File: src/rtl/cond_unit_banked.sv
// Registered ARM condition unit with per-context NZCV flag banks and an
// IT-style predication sequencer that overrides the next 1..ITMAX conditions.
module cond_unit_banked #(
    parameter  int NBANK = 2,
    parameter  int ITMAX = 4,
    localparam int BW    = (NBANK > 1) ? $clog2(NBANK) : 1,
    localparam int LW    = $clog2(ITMAX + 1),
    localparam int SW    = (ITMAX > 1) ? $clog2(ITMAX) : 1
) (
    input  logic             clk,
    input  logic             reset,
    input  logic [BW-1:0]    Bank,
    input  logic             Eval,
    input  logic [3:0]       Cond,
    input  logic [3:0]       ALUFlags,
    input  logic [1:0]       FlagW,
    input  logic             PCS,
    input  logic             RegW,
    input  logic             MemW,
    input  logic             NextPC,
    input  logic             ItStart,
    input  logic [3:0]       ItCond,
    input  logic [LW-1:0]    ItLen,
    input  logic [ITMAX-1:0] ItMask,
    output logic             CondEx,
    output logic             PCWrite,
    output logic             RegWrite,
    output logic             MemWrite,
    output logic [3:0]       Flags,
    output logic             ItActive,
    output logic [LW-1:0]    ItRemain
);

    logic [3:0]       banks [NBANK];
    logic [3:0]       flags_cur;
    logic [3:0]       eff_cond;
    logic             inv_bit;
    logic             len_ok;
    logic             it_active;
    logic [LW-1:0]    it_remain;
    logic [SW-1:0]    slot;
    logic [3:0]       it_cond;
    logic [ITMAX-1:0] it_mask;

    function automatic logic cond_eval(input logic [3:0] c, input logic [3:0] f);
        logic n, z, cf, v, ge;
        {n, z, cf, v} = f;
        ge = (n == v);
        case (c)
            4'b0000: cond_eval = z;
            4'b0001: cond_eval = ~z;
            4'b0010: cond_eval = cf;
            4'b0011: cond_eval = ~cf;
            4'b0100: cond_eval = n;
            4'b0101: cond_eval = ~n;
            4'b0110: cond_eval = v;
            4'b0111: cond_eval = ~v;
            4'b1000: cond_eval = cf & ~z;
            4'b1001: cond_eval = ~cf | z;
            4'b1010: cond_eval = ge;
            4'b1011: cond_eval = ~ge;
            4'b1100: cond_eval = ~z & ge;
            4'b1101: cond_eval = z | ~ge;
            4'b1110: cond_eval = 1'b1;
            default: cond_eval = 1'b0;
        endcase
    endfunction

    // NOTE: every always_comb output gets a default first so no latch is inferred.
    always_comb begin
        flags_cur = 4'b0000;
        for (int b = 0; b < NBANK; b++) begin
            if (Bank == BW'(b)) flags_cur = banks[b];
        end
    end

    // Slot index can run past ITMAX-1 once the block drains; the loop keeps it in range.
    always_comb begin
        inv_bit = 1'b0;
        for (int s = 0; s < ITMAX; s++) begin
            if (slot == SW'(s)) inv_bit = it_mask[s];
        end
    end

    always_comb begin
        eff_cond = Cond;
        if (it_active) begin
            if (it_cond[3:1] == 3'b111) eff_cond = it_cond;
            else                        eff_cond = {it_cond[3:1], it_cond[0] ^ inv_bit};
        end
    end

    assign len_ok = (ItLen != '0) && (ItLen <= LW'(ITMAX));

    // NOTE: the flag banks are architectural state and must come up cleared, so
    // the array is reset like any other register; state updates are non-blocking.
    always_ff @(posedge clk or negedge reset) begin
        if (!reset) begin
            for (int b = 0; b < NBANK; b++) banks[b] <= 4'b0000;
            CondEx    <= 1'b0;
            it_active <= 1'b0;
            it_remain <= '0;
            slot      <= '0;
            it_cond   <= 4'b0000;
            it_mask   <= '0;
        end else begin
            if (Eval) CondEx <= cond_eval(eff_cond, flags_cur);

            // Write-back is gated by the CondEx latched before this edge.
            for (int b = 0; b < NBANK; b++) begin
                if (Bank == BW'(b)) begin
                    if (FlagW[1] && CondEx) banks[b][3:2] <= ALUFlags[3:2];
                    if (FlagW[0] && CondEx) banks[b][1:0] <= ALUFlags[1:0];
                end
            end

            if (Eval && it_active) begin
                it_remain <= it_remain - LW'(1);
                slot      <= slot + SW'(1);
                if (it_remain == LW'(1)) it_active <= 1'b0;
            end

            // A new block wins over the slot consumed by a coincident Eval.
            if (ItStart && len_ok) begin
                it_remain <= ItLen;
                slot      <= '0;
                it_active <= 1'b1;
                it_cond   <= ItCond;
                it_mask   <= ItMask;
            end
        end
    end

    assign PCWrite  = (PCS & CondEx) | NextPC;
    assign RegWrite = RegW & CondEx;
    assign MemWrite = MemW & CondEx;
    assign Flags    = flags_cur;
    assign ItActive = it_active;
    assign ItRemain = it_remain;

endmodule

File: config.mk
export PLATFORM = sky130hd
export DESIGN_NAME = cond_unit_banked
export DESIGN_NICKNAME = d
export VERILOG_FILES = /design/src/rtl/cond_unit_banked.sv
export SDC_FILE = /design/constraint.sdc
export NUM_CORES = 1
export LEC_CHECK = 0
export ABC_CLOCK_PERIOD_IN_PS = 2700
export CORE_UTILIZATION = 45
export CTS_CLUSTER_DIAMETER = 80
export CTS_CLUSTER_SIZE = 20
export DETAILED_ROUTE_END_ITERATION = 10
export PLACE_DENSITY = 0.77
export SLEW_MARGIN = 20
export SYNTH_ARGS = -nofsm -noshare
export SYNTH_HDL_FRONTEND = slang
export SYNTH_SLANG_ARGS = --single-unit
File: constraint.sdc
create_clock -name clk -period 2.7 [get_ports clk]
set_clock_uncertainty 0.15 [all_clocks]
set_input_delay 0.27 -clock clk [delete_from_list [all_inputs] [get_ports clk]]
set_output_delay 0.27 -clock clk [all_outputs]
set_load 0.005 [all_outputs]
==> metrics.txt, run 1 <==
share of layout cells above drive strength 1=18.8%; largest family of logic cells by synthesized area=multiplexers; CTS Hold Bufs=0; first-pass iteration count of the detailed router=7; Port Buffers=41; row count=19; cell accounting for the most synthesized area=dfrtp_1; vias per inst=roughly 5.3; count leader, synth=dfrtp_1; gr busiest metal=met2; Area Growth Syn to Fin=34.7%; WP data required=2.28 ns; Synth Flop Type=dfrtp_1; critical path capture point type=primary output; fraction of the mapped netlist area in simple logic gates=10.9%; met1 Use GR=approximately a quarter; CP Cell Sequence=clkdlybuf4s50_1, buf_4, mux2i_1, buf_4, inv_1, clkdlybuf4s50_1; GRT Total Usage=around 20%; Mapped Cells=120; Pwr per Cell Area=879 mW/mm^2; clock share of power=10.0%; startpoint types=primary input; number of synthesized flops with an enable pin=0; DRT antenna net count=0; Ys Warns=0; routed wire length per instance=14.6 um; Seq/Total Area, Yosys=42.0%; dpl hpwl=2360 um; grt total ovfl=0; first-pass GRT wire length=a little under 5000 um; Distinct cells, synth=32; post-synthesis compound-gate area fraction=under 10%; share of the synthesized area in the top cell type=a little over two fifths; Final TNS setup=0 ns; Avg Cell Area, Syn=11.4 sq um; # diodes=0; Psw=0.583 mW; failing checks=DRC; CORE AREA=0.00283 sq mm; DR DRC count=6; DP Cell Count=roughly 190; initial antenna violation count=0; max cap viols=0; Peak VDD IR=around 0.00050 V; vias in the first global route=1069; Starting Density=48.5%; post-synthesis xor/xnor area fraction=3.19%; Switching Fraction=36.0%; sequential power share=38.1%; WL final=~2900 um; met3 usage=approximately 5.4%; Routability Congestion=~0.86; Synth Area in Adders=5.47%; die area=around 0.0033 sq mm; internal power=1.04 mW; Hold Path Class=in2async; Resized Gates After CTS=0; area occupied by multi-input gates=736 sq um; Leak=a little over 0.8 nW; Root Buffer=clkbuf_4; Critical path buffers and inverters=5; Synth Cell Area=0.00137 sq mm; top cells by count, synth=dfrtp_1, mux2_2, nand2_1, inv_1, mux2i_1; multiplexer share of the synthesized area=between 20% and 30%; critical path type=in2out; status=complete, but fails checks; fmax=407 MHz; Design Power=1.62 mW; cts bufs inserted=3; CP max-delay cell=clkdlybuf4s50_1; post-CTS setup repair buffer count=0; Synth area leaders=dfrtp_1, mux2_2, mux2i_1; Largest delay share family, worst path=buffers and inverters; Final Setup Violations=0; clk buf depth=2; fin cells=196; final period utilization=91.1%; worst-margin pin slew=roughly 0.52 ns; met2 Use GR=35.8%; fraction of registers with async set/reset=100%; CTS tree=built; Min Hold Slack=0.161 ns; post-layout min period=around 2.5 ns; combinational share of power=approximately 52%; fin nets=roughly 200; Syn Nets=156; pins over their slew limit=0; IO Count=42; initial DRC count=19; die width=57.2 um; synthesis-stage register bit count=23; largest stage delay on the critical path=0.68 ns; largest net degree at the start of global routing=24; clock sink total=23; total number of vias=approximately 1.0k; clock transition at the registers of the reported paths=0.13 ns; Fin. Hold Viols=0; Sequential Area=576 sq um; slew margin rel.=65.0%; fillers=230; CP arrival=2.04 ns; H-Tree Depth=1; Clk Latency, worst-skew pair=0.31 ns; die height=57.2 um; CP max FO=8; RSZ-0062 raised after global routing=no
-- cell type report --
type / count / area share, %
multi-input cells: 85 / 39.8
well taps: 31 / 2.10
clock buffers: 3 / 1.22
repair buffers: 44 / 23.4
flip-flops and latches: 23 / 31.2
clock inverters: 1 / 0.407
inverters: 9 / 1.83
-- power groups by stage --
| stage | logic, mW | clock network, mW | registers (mW) |
|---|---|---|---|
| floorplan | 0.565 | 0 | 0.575 |
| global placement | 0.812 | 0 | 0.616 |
| detailed placement | 0.845 | 0 | 0.626 |
| CTS | 0.849 | 0.170 | 0.619 |
| global route | 0.925 | 0.185 | 0.642 |
| finish | 0.842 | 0.162 | 0.618 |
-- placed cells by master (no fill, tap or decap), drive strengths merged, types with 4 or more instances in the layout --
| cell | Yosys | routed |
|---|---|---|
| nand2 | 10 | 10 |
| dfrtp | 23 | 23 |
| clkdlybuf4s50 | 0 | 41 |
| mux2i | 8 | 8 |
| nand3 | 4 | 4 |
| inv | 9 | 9 |
| xnor2 | 5 | 5 |
| mux2 | 21 | 21 |
| o21ai | 4 | 4 |
| ha | 6 | 6 |
-- state kept, by name, indices dropped and copies added, names as in the netlist --
signal,count
CondEx,1
ItActive,1
ItRemain,3
banks,8
it_cond,4
it_mask,4
slot,2
-- cell families (layout without fill, tap and decap cells) --
logic type,count (synthesis),in the layout
multiplexers,30,30
AND/OR/NAND/NOR,28,28
flip-flops,23,23
AO/OA/AOI/OAI,16,16
buffers and inverters,12,57
adder cells (fa/ha/maj),6,6
XOR/XNOR,5,5
-- through the flow --
| step | utilization, % | instance area (sq um) | setup WS (ns) |
|---|---|---|---|
| 3_5_place_dp | 64.2 | 1820 | 0.0654 |
| 5_1_grt | 65.3 | 1850 | 0.170 |
| 3_3_place_gp | 64.2 | 1820 | 0.222 |
| 4_1_cts | 65.3 | 1850 | 0.237 |
| 6_report | 65.3 | 1850 | 0.242 |
| 2_1_floorplan | - | 1370 | 0.685 |
-- path summary, 6_finish.rpt --
check	from	end	slack, ns	cells after the start
max in group asynchronous	reset	banks[0]$_DFFE_PN0P_	2.01	2
worst max-delay path	Bank	Flags[2]	0.24	6
worst min-delay path	reset	it_cond[3]$_DFFE_PN0P_	0.16	2
worst min register to register	it_mask[3]$_DFFE_PN0P_	it_mask[3]$_DFFE_PN0P_	0.37	1
min in group clk	it_mask[3]$_DFFE_PN0P_	it_mask[3]$_DFFE_PN0P_	0.37	1
worst max register to register	ItActive$_DFFE_PN0P_	CondEx$_DFFE_PN0P_	0.29	6
-- routing by layer --
layer | share of wire [%] | routed length, um | vias to the layer above
met1 | 44 | 1270 | 497
met5 | 0 | 0 | -
met4 | 0.56 | 16 | 0
li1 | - | - | 519
met2 | 51 | 1450 | 22
met3 | 4.6 | 131 | 2
No activity file was read; power rests on OpenSTA's default activity.
==> run 2: changes to the inputs <==
Settings changed: CORE_UTILIZATION 45 to 46, PLACE_DENSITY 0.77 to 0.79.
==> run 2 against run 1 <==
Against the previous run:
- setup slack better by 0.19 ns
- hold slack got worse by 0.017 ns
- highest routed layer unchanged
- via count is 2.6% higher
- clock power hardly changed
- the run now ends clean
- routed wire length shrank 2.1%
- critical path type unchanged
- fmax increased by 8.2%
- combinational power increased by 1%
==> metrics.txt, run 2 (synthesis gave the netlist of run 1 again) <==
Final WS setup=0.428 ns (+0.187 ns); CP Cell Sequence=clkdlybuf4s50_1, buf_4, mux2i_1, inv_1, clkdlybuf4s50_1; commonest non-fill, non-tap cell in the layout=clkdlybuf4s50_1; routed wire length per instance=14.3 um (-2.1%); Final Setup Violations=0 (unchanged); Switching Fraction=35.8% (-0.19 points); GRT Total Usage=19.6% (-0.092 points); Root Buffer=clkbuf_4; Design Power=1.62 mW (-0.37%); clock transition at the registers of the reported paths=0.12 ns (about the same); WP data required=2.28 ns (about the same); startpoint types=primary input; first-pass GRT wire length=4900 um (+0.43%); WL final=2810 um (-2.1%); # diodes=0 (unchanged); initial antenna violation count=0 (unchanged); Leak=0.809 nW (+0.43%); vias in the first global route=1144 (+7.0%); internal power=1.04 mW (about the same); initial DRC count=17 (-2); post-CTS setup repair buffer count=0 (unchanged); Port Buffers=41 (unchanged); max cap viols=0 (unchanged); die width=56.6 um (-1.0%); first-pass iteration count of the detailed router=4 (-3); fin cells=196 (unchanged); CP arrival=1.85 ns (-0.19 ns); clock share of power=10.0% (about the same); CORE AREA=0.00278 sq mm (-1.7%); DP Cell Count=192 (unchanged); sequential power share=37.3% (-0.8 points); Area Growth Syn to Fin=34.5%; combinational share of power=52.7% (+0.8 points); largest net degree at the start of global routing=24 (unchanged); CTS tree=built; Sequential Area=576 sq um (unchanged); row count=19 (unchanged); critical path capture point type=primary output; dpl hpwl=2280 um (-3.3%); met3 WL=185 um (+41%); pins over their slew limit=0 (unchanged); biggest regs=banks: 8 flops, it_cond: 4 flops, it_mask: 4 flops; utilization after layout=66.3% (+1.0 points); Met2 Wirelength=1450 um (about the same); Routability Congestion=0.805 (-6.0%); Peak VDD IR=0.000587 V (+17%); max reg flops=8 (unchanged); met1 wire length=1120 um (-11%); Clk Latency, worst-skew pair=0.31 ns (about the same); Largest delay share family, worst path=buffers and inverters; DRT antenna net count=0 (unchanged); pre-CTS WS=0.144 ns (+0.0790 ns); status=completed; share of layout cells above drive strength 1=18.8% (unchanged); Biggest register=banks; DR DRC count=0 (-6); IO Count=42 (unchanged); largest stage delay on the critical path=0.66 ns (-0.02 ns); Psw=0.578 mW (-0.90%); Resized Gates After CTS=0 (unchanged); vias per inst=5.44 (+2.6%); Hold Path Class=in2async; most frequent CP cell=clkdlybuf4s50_1; CP max-delay cell=clkdlybuf4s50_1; fmax=440 MHz (+8.2%); cts bufs inserted=3 (unchanged); area occupied by multi-input gates=736 sq um (unchanged); die height=56.6 um (-1.0%); critical path type=in2out; final period utilization=84.1% (-6.9 points); CP max FO=8 (unchanged); slew margin rel.=66.4% (+1.4 points); post-layout min period=2.27 ns (-0.187 ns); clk buf depth=2 (unchanged); worst-margin pin slew=0.503 ns (-0.0209 ns); top routing layer in use=met4; grt total ovfl=0 (unchanged); total number of vias=1067 (+2.6%); fin nets=202 (unchanged); H-Tree Depth=1 (unchanged); Worst R2R Setup Slack=0.48 ns (+0.19 ns); most frequent cells in the layout=clkdlybuf4s50_1, dfrtp_1, mux2_2; Pwr per Cell Area=877 mW/mm^2 (-0.24%); Critical path buffers and inverters=4 (-1); clock sink total=23 (unchanged); die area=0.00320 sq mm (-2.1%); CTS Hold Bufs=0 (unchanged); fillers=249 (+8.3%); Fin. Hold Viols=0 (unchanged); RSZ-0062 raised after global routing=no; Starting Density=49.3% (+0.83 points); Final TNS setup=0 ns (unchanged)
run 2: changes by cell type in the layout (fill, tap and decap cells not counted):
cell / delta
clkinvlp_4: -1
clkinv_2: +1
run 2: through the flow:
stage               hold slack (ns)  area (sq um)
finish                        0.144          1840
detailed placement            0.356          1820
floorplan                    -0.176          1370
CTS                           0.147          1840
global placement              0.352          1820
global route                  0.167          1840
run 2: layout make-up:
cell class / instances / area share (%)
inverters: 9 / 1.83
clock buffers: 3 / 1.22
flip-flops and latches: 23 / 31.2
clock inverters: 1 / 0.271
well taps: 31 / 2.10
multi-input cells: 85 / 39.9
repair buffers: 44 / 23.5
run 2: power groups by stage:
stage               clock [mW]  combinational [mW]  sequential [mW]
finish                   0.161               0.852            0.603
global route             0.180               0.945            0.628
CTS                      0.170               0.863            0.606
detailed placement           0               0.855            0.614
global placement             0               0.814            0.605
floorplan                    0               0.565            0.575
run 2: path summary, 6_finish.rpt:
| path | cells past startpoint | from | endpoint |
|---|---|---|---|
| max in group asynchronous | 2 | reset | ItActive$_DFFE_PN0P_ |
| max reg2reg | 7 | ItActive$_DFFE_PN0P_ | CondEx$_DFFE_PN0P_ |
| min | 2 | reset | CondEx$_DFFE_PN0P_ |
| min in group clk | 1 | it_mask[0]$_DFFE_PN0P_ | it_mask[0]$_DFFE_PN0P_ |
| max | 5 | Bank | Flags[1] |
| min reg2reg | 1 | it_mask[0]$_DFFE_PN0P_ | it_mask[0]$_DFFE_PN0P_ |
run 2: per-layer routing:
| metal | track usage (%) | up-vias |
|---|---|---|
| met3 | 4.15 | 6 |
| met1 | 22.8 | 506 |
| met2 | 35.3 | 35 |
| li1 | - | 520 |
| met5 | 0 | - |
| met4 | 6.97 | 0 |
